[config.mk]
export PLATFORM = sky130hd
export DESIGN_NAME = ula_seq
export DESIGN_NICKNAME = d
export VERILOG_FILES = /design/src/rtl/ula_pkg.sv /design/src/rtl/ula_comb.sv /design/src/rtl/ula_seq.sv
export SDC_FILE = /design/constraint.sdc
export NUM_CORES = 1
export LEC_CHECK = 0
export ABC_AREA = 1
export BUFFER_PORTS_ARGS = -buffer_cell sky130_fd_sc_hd__buf_2
export CAP_MARGIN = 10
export CORE_MARGIN = 2
export CORE_UTILIZATION = 40
export CTS_BUF_LIST = sky130_fd_sc_hd__clkbuf_16
export CTS_CLUSTER_SIZE = 16
export DETAILED_ROUTE_END_ITERATION = 10
export PLACE_DENSITY_LB_ADDON = 0.08
export SYNTH_ARGS = -nofsm -noshare
export SYNTH_HDL_FRONTEND = slang
export SYNTH_HIERARCHICAL = 1
export SYNTH_SLANG_ARGS = --single-unit
[constraint.sdc]
create_clock -name clk -period 2.8 [get_ports clk]
set_input_delay 0.28 -clock clk [delete_from_list [all_inputs] [get_ports clk]]
set_output_delay 0.28 -clock clk [all_outputs]
set_load 0.05 [all_outputs]
[src/rtl/ula_pkg.sv]
// Shared definitions for the sequential ALU: op codes, FSM states and flag bit positions.
package ula_pkg;

    localparam logic [3:0] OP_ADD = 4'd0;
    localparam logic [3:0] OP_SUB = 4'd1;
    localparam logic [3:0] OP_AND = 4'd2;
    localparam logic [3:0] OP_OR  = 4'd3;
    localparam logic [3:0] OP_XOR = 4'd4;
    localparam logic [3:0] OP_NOT = 4'd5;
    localparam logic [3:0] OP_SHL = 4'd6;
    localparam logic [3:0] OP_SHR = 4'd7;
    localparam logic [3:0] OP_SAR = 4'd8;
    localparam logic [3:0] OP_MUL = 4'd9;
    localparam logic [3:0] OP_DIV = 4'd10;

    typedef enum logic [1:0] {
        ST_IDLE = 2'd0,
        ST_MUL  = 2'd1,
        ST_DIV  = 2'd2
    } state_e;

    // Bit positions inside ULA_flags = {Z,N,C,V}
    localparam int FLAG_Z = 3;
    localparam int FLAG_N = 2;
    localparam int FLAG_C = 1;
    localparam int FLAG_V = 0;

endpackage

[src/rtl/ula_comb.sv]
// Single-cycle ALU operations (add/sub/logic/shifts); reserved and iterative codes yield zero.
module ula_comb
    import ula_pkg::*;
#(
    parameter int TAM = 16
) (
    input  logic [TAM-1:0] a_i,
    input  logic [TAM-1:0] b_i,
    input  logic [3:0]     op_i,
    output logic [TAM-1:0] res_o,
    output logic           c_o,
    output logic           v_o
);

    localparam int SHW = $clog2(TAM);

    logic [SHW-1:0]      sh;
    logic [TAM:0]        wide;
    logic signed [TAM:0] swide;

    assign sh = b_i[SHW-1:0];

    always_comb begin
        res_o = '0;
        c_o   = 1'b0;
        v_o   = 1'b0;
        wide  = '0;
        swide = '0;
        case (op_i)
            OP_ADD: begin
                wide  = {1'b0, a_i} + {1'b0, b_i};
                res_o = wide[TAM-1:0];
                c_o   = wide[TAM];
                v_o   = (a_i[TAM-1] == b_i[TAM-1]) && (res_o[TAM-1] != a_i[TAM-1]);
            end
            OP_SUB: begin
                wide  = {1'b0, a_i} - {1'b0, b_i};
                res_o = wide[TAM-1:0];
                c_o   = wide[TAM];
                v_o   = (a_i[TAM-1] != b_i[TAM-1]) && (res_o[TAM-1] != a_i[TAM-1]);
            end
            OP_AND: res_o = a_i & b_i;
            OP_OR:  res_o = a_i | b_i;
            OP_XOR: res_o = a_i ^ b_i;
            OP_NOT: res_o = ~a_i;
            // An extra guard bit on the shifted-out side captures the last bit lost.
            OP_SHL: begin
                wide  = {1'b0, a_i} << sh;
                res_o = wide[TAM-1:0];
                c_o   = wide[TAM];
            end
            OP_SHR: begin
                wide  = {a_i, 1'b0} >> sh;
                res_o = wide[TAM:1];
                c_o   = wide[0];
            end
            OP_SAR: begin
                swide = $signed({a_i, 1'b0}) >>> sh;
                res_o = swide[TAM:1];
                c_o   = swide[0];
            end
            default: ;
        endcase
    end

endmodule

[src/rtl/ula_seq.sv]
// Sequential ALU: single-cycle ops via ula_comb, iterative unsigned MUL/DIV over TAM cycles
// sharing one 2*TAM-bit shift register; all results and flags are registered.
module ula_seq
    import ula_pkg::*;
#(
    parameter int TAM = 16
) (
    input  logic           clk,
    input  logic           rst,
    input  logic [TAM-1:0] A_ULA,
    input  logic [TAM-1:0] B_ULA,
    input  logic [3:0]     ULA_op,
    input  logic           ULA_start,
    input  logic           ULA_flush,
    output logic [TAM-1:0] ULA_out,
    output logic [TAM-1:0] ULA_out_hi,
    output logic [3:0]     ULA_flags,
    output logic           ULA_busy,
    output logic           ULA_done
);

    localparam int              SHW      = $clog2(TAM);
    localparam int              CW       = SHW + 1;
    localparam logic [CW-1:0]   CNT_LAST = CW'(TAM - 1);

    state_e             state_q, state_d;
    logic [2*TAM-1:0]   sr_q, sr_d, mul_next, div_next;
    logic [TAM-1:0]     b_q, b_d;
    logic [TAM-1:0]     out_q, out_d, hi_q, hi_d;
    logic [3:0]         flags_q, flags_d;
    logic               done_q, done_d;
    logic [CW-1:0]      cnt_q, cnt_d;
    logic [TAM-1:0]     comb_res;
    logic               comb_c, comb_v;
    logic [TAM:0]       mul_sum, div_diff;
    logic               b_zero, iter_op, last_iter;
    logic               res_c, res_v;

    ula_comb #(.TAM(TAM)) u_comb (
        .a_i   (A_ULA),
        .b_i   (B_ULA),
        .op_i  (ULA_op),
        .res_o (comb_res),
        .c_o   (comb_c),
        .v_o   (comb_v)
    );

    assign b_zero    = (B_ULA == '0);
    assign iter_op   = (ULA_op == OP_MUL) || ((ULA_op == OP_DIV) && !b_zero);
    assign last_iter = (cnt_q == CNT_LAST);

    // Shift-add: low half holds the remaining multiplier bits, high half accumulates.
    assign mul_sum  = {1'b0, sr_q[2*TAM-1:TAM]} + {1'b0, b_q};
    assign mul_next = sr_q[0] ? {mul_sum, sr_q[TAM-1:1]} : {1'b0, sr_q[2*TAM-1:1]};

    // Restoring divide: {remainder, quotient}; a negative trial difference keeps the shifted value.
    assign div_diff = sr_q[2*TAM-1:TAM-1] - {1'b0, b_q};
    assign div_next = div_diff[TAM] ? {sr_q[2*TAM-2:0], 1'b0}
                                    : {div_diff[TAM-1:0], sr_q[TAM-2:0], 1'b1};

    always_ff @(posedge clk) begin
        if (rst) begin
            state_q <= ST_IDLE;
        end else begin
            state_q <= state_d;
        end
    end

    always_comb begin
        state_d = state_q;
        if (ULA_flush) begin
            state_d = ST_IDLE;
        end else begin
            case (state_q)
                ST_IDLE: begin
                    if (ULA_start && (ULA_op == OP_MUL)) begin
                        state_d = ST_MUL;
                    end else if (ULA_start && (ULA_op == OP_DIV) && !b_zero) begin
                        state_d = ST_DIV;
                    end
                end
                ST_MUL, ST_DIV: begin
                    if (last_iter) begin
                        state_d = ST_IDLE;
                    end
                end
                default: state_d = ST_IDLE;
            endcase
        end
    end

    always_comb begin
        ULA_busy = (state_q != ST_IDLE);
    end

    always_comb begin
        sr_d    = sr_q;
        b_d     = b_q;
        out_d   = out_q;
        hi_d    = hi_q;
        flags_d = flags_q;
        cnt_d   = cnt_q;
        done_d  = 1'b0;
        res_c   = 1'b0;
        res_v   = 1'b0;
        if (ULA_flush) begin
            cnt_d = '0;
        end else begin
            case (state_q)
                ST_IDLE: begin
                    if (ULA_start) begin
                        if (iter_op) begin
                            sr_d  = {{TAM{1'b0}}, A_ULA};
                            b_d   = B_ULA;
                            cnt_d = '0;
                        end else if (ULA_op == OP_DIV) begin
                            out_d  = '1;
                            hi_d   = A_ULA;
                            res_v  = 1'b1;
                            done_d = 1'b1;
                        end else begin
                            out_d  = comb_res;
                            hi_d   = '0;
                            res_c  = comb_c;
                            res_v  = comb_v;
                            done_d = 1'b1;
                        end
                    end
                end
                ST_MUL: begin
                    sr_d  = mul_next;
                    cnt_d = cnt_q + CW'(1);
                    if (last_iter) begin
                        out_d  = mul_next[TAM-1:0];
                        hi_d   = mul_next[2*TAM-1:TAM];
                        res_c  = (mul_next[2*TAM-1:TAM] != '0);
                        done_d = 1'b1;
                        cnt_d  = '0;
                    end
                end
                ST_DIV: begin
                    sr_d  = div_next;
                    cnt_d = cnt_q + CW'(1);
                    if (last_iter) begin
                        out_d  = div_next[TAM-1:0];
                        hi_d   = div_next[2*TAM-1:TAM];
                        done_d = 1'b1;
                        cnt_d  = '0;
                    end
                end
                default: cnt_d = '0;
            endcase
        end
        if (done_d) begin
            flags_d[FLAG_Z] = (out_d == '0);
            flags_d[FLAG_N] = out_d[TAM-1];
            flags_d[FLAG_C] = res_c;
            flags_d[FLAG_V] = res_v;
        end
    end

    always_ff @(posedge clk) begin
        if (rst) begin
            sr_q    <= '0;
            b_q     <= '0;
            out_q   <= '0;
            hi_q    <= '0;
            flags_q <= '0;
            cnt_q   <= '0;
            done_q  <= 1'b0;
        end else begin
            sr_q    <= sr_d;
            b_q     <= b_d;
            out_q   <= out_d;
            hi_q    <= hi_d;
            flags_q <= flags_d;
            cnt_q   <= cnt_d;
            done_q  <= done_d;
        end
    end

    assign ULA_out    = out_q;
    assign ULA_out_hi = hi_q;
    assign ULA_flags  = flags_q;
    assign ULA_done   = done_q;

endmodule

==> impl_metrics.prom <==
# TYPE chip_impl_metric gauge
chip_impl_info{name="run_status",value="finished, final reports clean"} 1
chip_impl_metric{name="via_per_inst",unit=""} 5.34
chip_impl_metric{name="total_power",unit="mW"} 8.34
chip_impl_metric{name="synth_seq_cells",unit=""} 92
chip_impl_metric{name="clock_insertion_delay_worst_skew",unit="ps"} 360
chip_impl_metric{name="final_hold_viol_count",unit=""} 0
chip_impl_metric{name="gr-usage-all-layers",unit="%"} 33.1
chip_impl_metric{name="num_antenna_cells",unit=""} 0
chip_impl_metric{name="timing.reg2reg.setup_slack",unit="ps"} 160
chip_impl_metric{name="dp_slack",unit="ps"} -394
chip_impl_metric{name="fillCellCount",unit=""} 3177
chip_impl_metric{name="report.final.setup_viol",unit=""} 0
chip_impl_metric{name="antenna_found_initial",unit=""} 0
chip_impl_metric{name="maxCapViolations",unit=""} 0
chip_impl_info{name="commonest_non_fill_non_tap_cell_in_the_layout",value="nand2_1"} 1
chip_impl_metric{name="cts_inserted_buffers",unit=""} 9
chip_impl_info{name="rsz0062_at_grt",value="yes"} 1
chip_impl_metric{name="postRouteAntennaNets",unit=""} 0
chip_impl_metric{name="overflow",unit=""} 0
chip_impl_metric{name="synth.distinct_cells",unit=""} 53
chip_impl_metric{name="worst-endpoint-required",unit="ps"} 3100
chip_impl_metric{name="multiInputGateArea",unit="um2"} 8410
chip_impl_metric{name="cts.reportedPaths.clkPinSlew",unit="ps"} 80
chip_impl_metric{name="yosys_warnings",unit=""} 6
chip_impl_metric{name="post_cts_hold_buffer_count",unit=""} 0
chip_impl_metric{name="gp_congestion",unit=""} 1.03
chip_impl_metric{name="leakage",unit="nW"} 7.54
chip_impl_metric{name="crit_arrival",unit="ps"} 2940
chip_impl_metric{name="syn_area",unit="um2"} 11500
chip_impl_metric{name="grt_max_degree",unit=""} 53
chip_impl_metric{name="chipWidth",unit="um"} 174
chip_impl_metric{name="postSynthAreaPerCell",unit="um2"} 5.61
chip_impl_metric{name="htreeDepth",unit=""} 3
chip_impl_metric{name="final_net_count",unit=""} 2459
chip_impl_metric{name="timing_max_transition_violations_final",unit=""} 0
chip_impl_metric{name="final.setup_skew",unit="ps"} 11.7
chip_impl_metric{name="cts_sinks",unit=""} 92
chip_impl_metric{name="holdWs",unit="ps"} 262
chip_impl_metric{name="global_route_wire_length_before_repair",unit="mm"} 78.4
chip_impl_metric{name="dr_total_vias",unit=""} 14503
chip_impl_info{name="crit_path_end_kind",value="flop"} 1
chip_impl_metric{name="totalNegativeSetupSlack",unit="ps"} 0
chip_impl_metric{name="critical_path.max_fanout",unit=""} 6
chip_impl_metric{name="grt_pass1_vias",unit=""} 13818
chip_impl_metric{name="layout-drive-gt1-share",unit="%"} 20.3
chip_impl_metric{name="synth_adder_area_share",unit="%"} 10.2
chip_impl_info{name="critical_path.startpoint_type",value="primary input"} 1
chip_impl_metric{name="synth_mux_area_share",unit="%"} 0.0870
chip_impl_metric{name="design.portCount",unit=""} 78
chip_impl_metric{name="setup_ws",unit="ps"} 156
chip_impl_metric{name="area.growth.synth_to_final",unit="%"} 26.5
chip_impl_metric{name="seq_area_frac_synth",unit="%"} 16.0
chip_impl_metric{name="dieHeight",unit="um"} 174
chip_impl_metric{name="floorplan.rows",unit=""} 62
chip_impl_info{name="critical_path_class",value="in2reg"} 1
chip_impl_metric{name="placement.io_buffers",unit=""} 77
chip_impl_metric{name="die_area",unit="um2"} 30100
chip_impl_metric{name="synth_simple_gate_area_share",unit="%"} 42.6
chip_impl_info{name="clock_tree_from_tritoncts",value="yes"} 1
chip_impl_metric{name="detailedRoute.firstPassIterationCount",unit=""} 5
chip_impl_metric{name="async_flop_share",unit="%"} 0
chip_impl_metric{name="layout.area.seq",unit="um2"} 1840
chip_impl_metric{name="min_period",unit="ps"} 2640
chip_impl_info{name="synth_top_family_by_area",value="simple AND/OR/NAND/NOR gates"} 1
chip_impl_metric{name="power.density_cell_area",unit="nW/um2"} 573
chip_impl_metric{name="hpwl",unit="mm"} 41.1
chip_impl_metric{name="placed_instance_count",unit=""} 2700
chip_impl_metric{name="max-vdd-ir-drop",unit="mV"} 0.339
chip_impl_metric{name="max-slew-margin-rel",unit="%"} 64.8
chip_impl_metric{name="postSynthCellCount",unit=""} 2051
chip_impl_metric{name="initial_utilization",unit="%"} 40.4
chip_impl_metric{name="timing_worst_slew_pin_value",unit="ps"} 524
chip_impl_metric{name="synth-xor-area-share",unit="%"} 0.914
chip_impl_metric{name="floorplan.core_area",unit="um2"} 28500
chip_impl_metric{name="net_count_after_synthesis",unit=""} 2182
chip_impl_metric{name="max_clock_freq",unit="MHz"} 378
chip_impl_info{name="min_path_type",value="in2reg"} 1
chip_impl_metric{name="min_period_over_period",unit="%"} 94.4
chip_impl_metric{name="wl_per_cell",unit="um"} 18.6
chip_impl_info{name="cts_root_buffer",value="clkbuf_16"} 1
chip_impl_metric{name="ctsLongestPathBuffers",unit=""} 2
chip_impl_metric{name="drcViolationCount",unit=""} 0
chip_impl_metric{name="synth_compound_area_share",unit="%"} 18.3
chip_impl_info{name="dominantRegCellSynth",value="dfxtp_1"} 1
chip_impl_metric{name="dr.first_iter.drc_count",unit=""} 1108
chip_impl_metric{name="synth-edff-count",unit=""} 0
chip_impl_metric{name="final-instance-count-excl-fill",unit=""} 2717
chip_impl_metric{name="wirelength",unit="mm"} 50.5
chip_impl_info{name="layout_common_cells",value="nand2_1, buf_4, inv_1"} 1
cells in the mapped netlist (all sizes together), types with 8 or more instances:
| cell type | n | area (um2) |
|---|---|---|
| a22oi | 11 | 82.6 |
| o22ai | 23 | 144 |
| or2 | 9 | 56.3 |
| a31oi | 28 | 175 |
| o21ai | 146 | 749 |
| inv | 250 | 938 |
| buf | 55 | 294 |
| nand2 | 625 | 2400 |
| and2 | 10 | 62.6 |
| ha | 87 | 1090 |
| clkbuf | 34 | 129 |
| o211ai | 8 | 60.1 |
| nand4 | 33 | 213 |
| dfxtp | 92 | 1840 |
| nand3 | 238 | 1230 |
| nor3 | 17 | 85.1 |
| a21oi | 138 | 702 |
| nor2 | 199 | 827 |
registers in the layout, indices dropped and copies added, names as in the netlist:
register    cells
state_q         2
b_q            16
sr_q           32
ULA_out        16
ULA_out_hi     16
ULA_done        1
ULA_flags       4
cnt_q           5
report_power, final:
part | internal [mW] | switching, mW
clock | 0.699 | 0.591
combinational | 1.89 | 3.44
sequential | 1.53 | 0.181
total | 4.12 | 4.22
metal layers:
metal / up-vias / part of all wire [%] / track usage, %
met1: 6681 / 44 / 42.2
met2: 434 / 47 / 57.3
li1: 7288 / - / -
met4: 0 / 4.6 / 13.7
met5: - / 0 / 0
met3: 100 / 4.8 / 3.36
final cells by class:
| class | count | area share (%) |
|---|---|---|
| clock inverters | 7 | 0.550 |
| multi-input cells | 1616 | 57.8 |
| inverters | 254 | 6.57 |
| clock buffers | 9 | 1.55 |
| flip-flops and latches | 92 | 12.7 |
| repair buffers | 355 | 17.5 |
| well taps | 384 | 3.30 |
what timing repair did:
| item | in CTS | in global routing |
|---|---|---|
| buffers inserted | 0 | 1 |
| gates cloned | 0 | 0 |
| pin swaps | 0 | 5 |
| gates resized for setup | 1 | 41 |
| setup endpoints to repair | 1 | 15 |
worst max-delay path, stage by stage:
cell,delay (ps)
buf_2,180
inv_1,70
ha_2,330
buf_4,140
nand2_1,70
nand2_1,100
a21boi_0,290
buf_4,180
nand4_1,80
nand3_1,110
nand3_1,110
nor2_1,120
nand4_1,160
nand3_1,130
nand2_1,50
nand2_1,70
nand2_1,50
inv_1,40
nand2_1,50
nor2_2,120
nand3_1,70
a21oi_1,110
path summary, 6_finish.rpt:
kind / to / cells after the start / startpoint
max: ULA_flags[3]$_SDFFE_PP0P_ / 22 / A_ULA[9]
min: cnt_q[4]$_SDFFE_PP0P_ / 4 / ULA_flush
max reg2reg: ULA_out_hi[11]$_SDFFE_PP0P_ / 18 / sr_q[15]$_SDFFE_PP0P_
min reg2reg: ULA_flags[2]$_SDFFE_PP0P_ / 2 / ULA_flags[2]$_SDFFE_PP0P_
kinds of logic (layout without fill, tap and decap cells):
group,Yosys count,in the layout
and+or+nand+nor,1134,1134
AOI/OAI and AO/OA,378,378
buffers and inverters,343,625
DFF,92,92
adders and majority gates,91,91
xor gates and xnor gates,12,12
muxes,1,1
metrics by stage:
step | instance area [um2] | util, %
6_report | 14500 | 51.1
5_1_grt | 14500 | 51.1
4_1_cts | 14400 | 50.6
3_5_place_dp | 14100 | 49.5
3_3_place_gp | 14100 | 49.5
2_1_floorplan | 11500 | -
No activity file was read; power rests on OpenSTA's default activity.
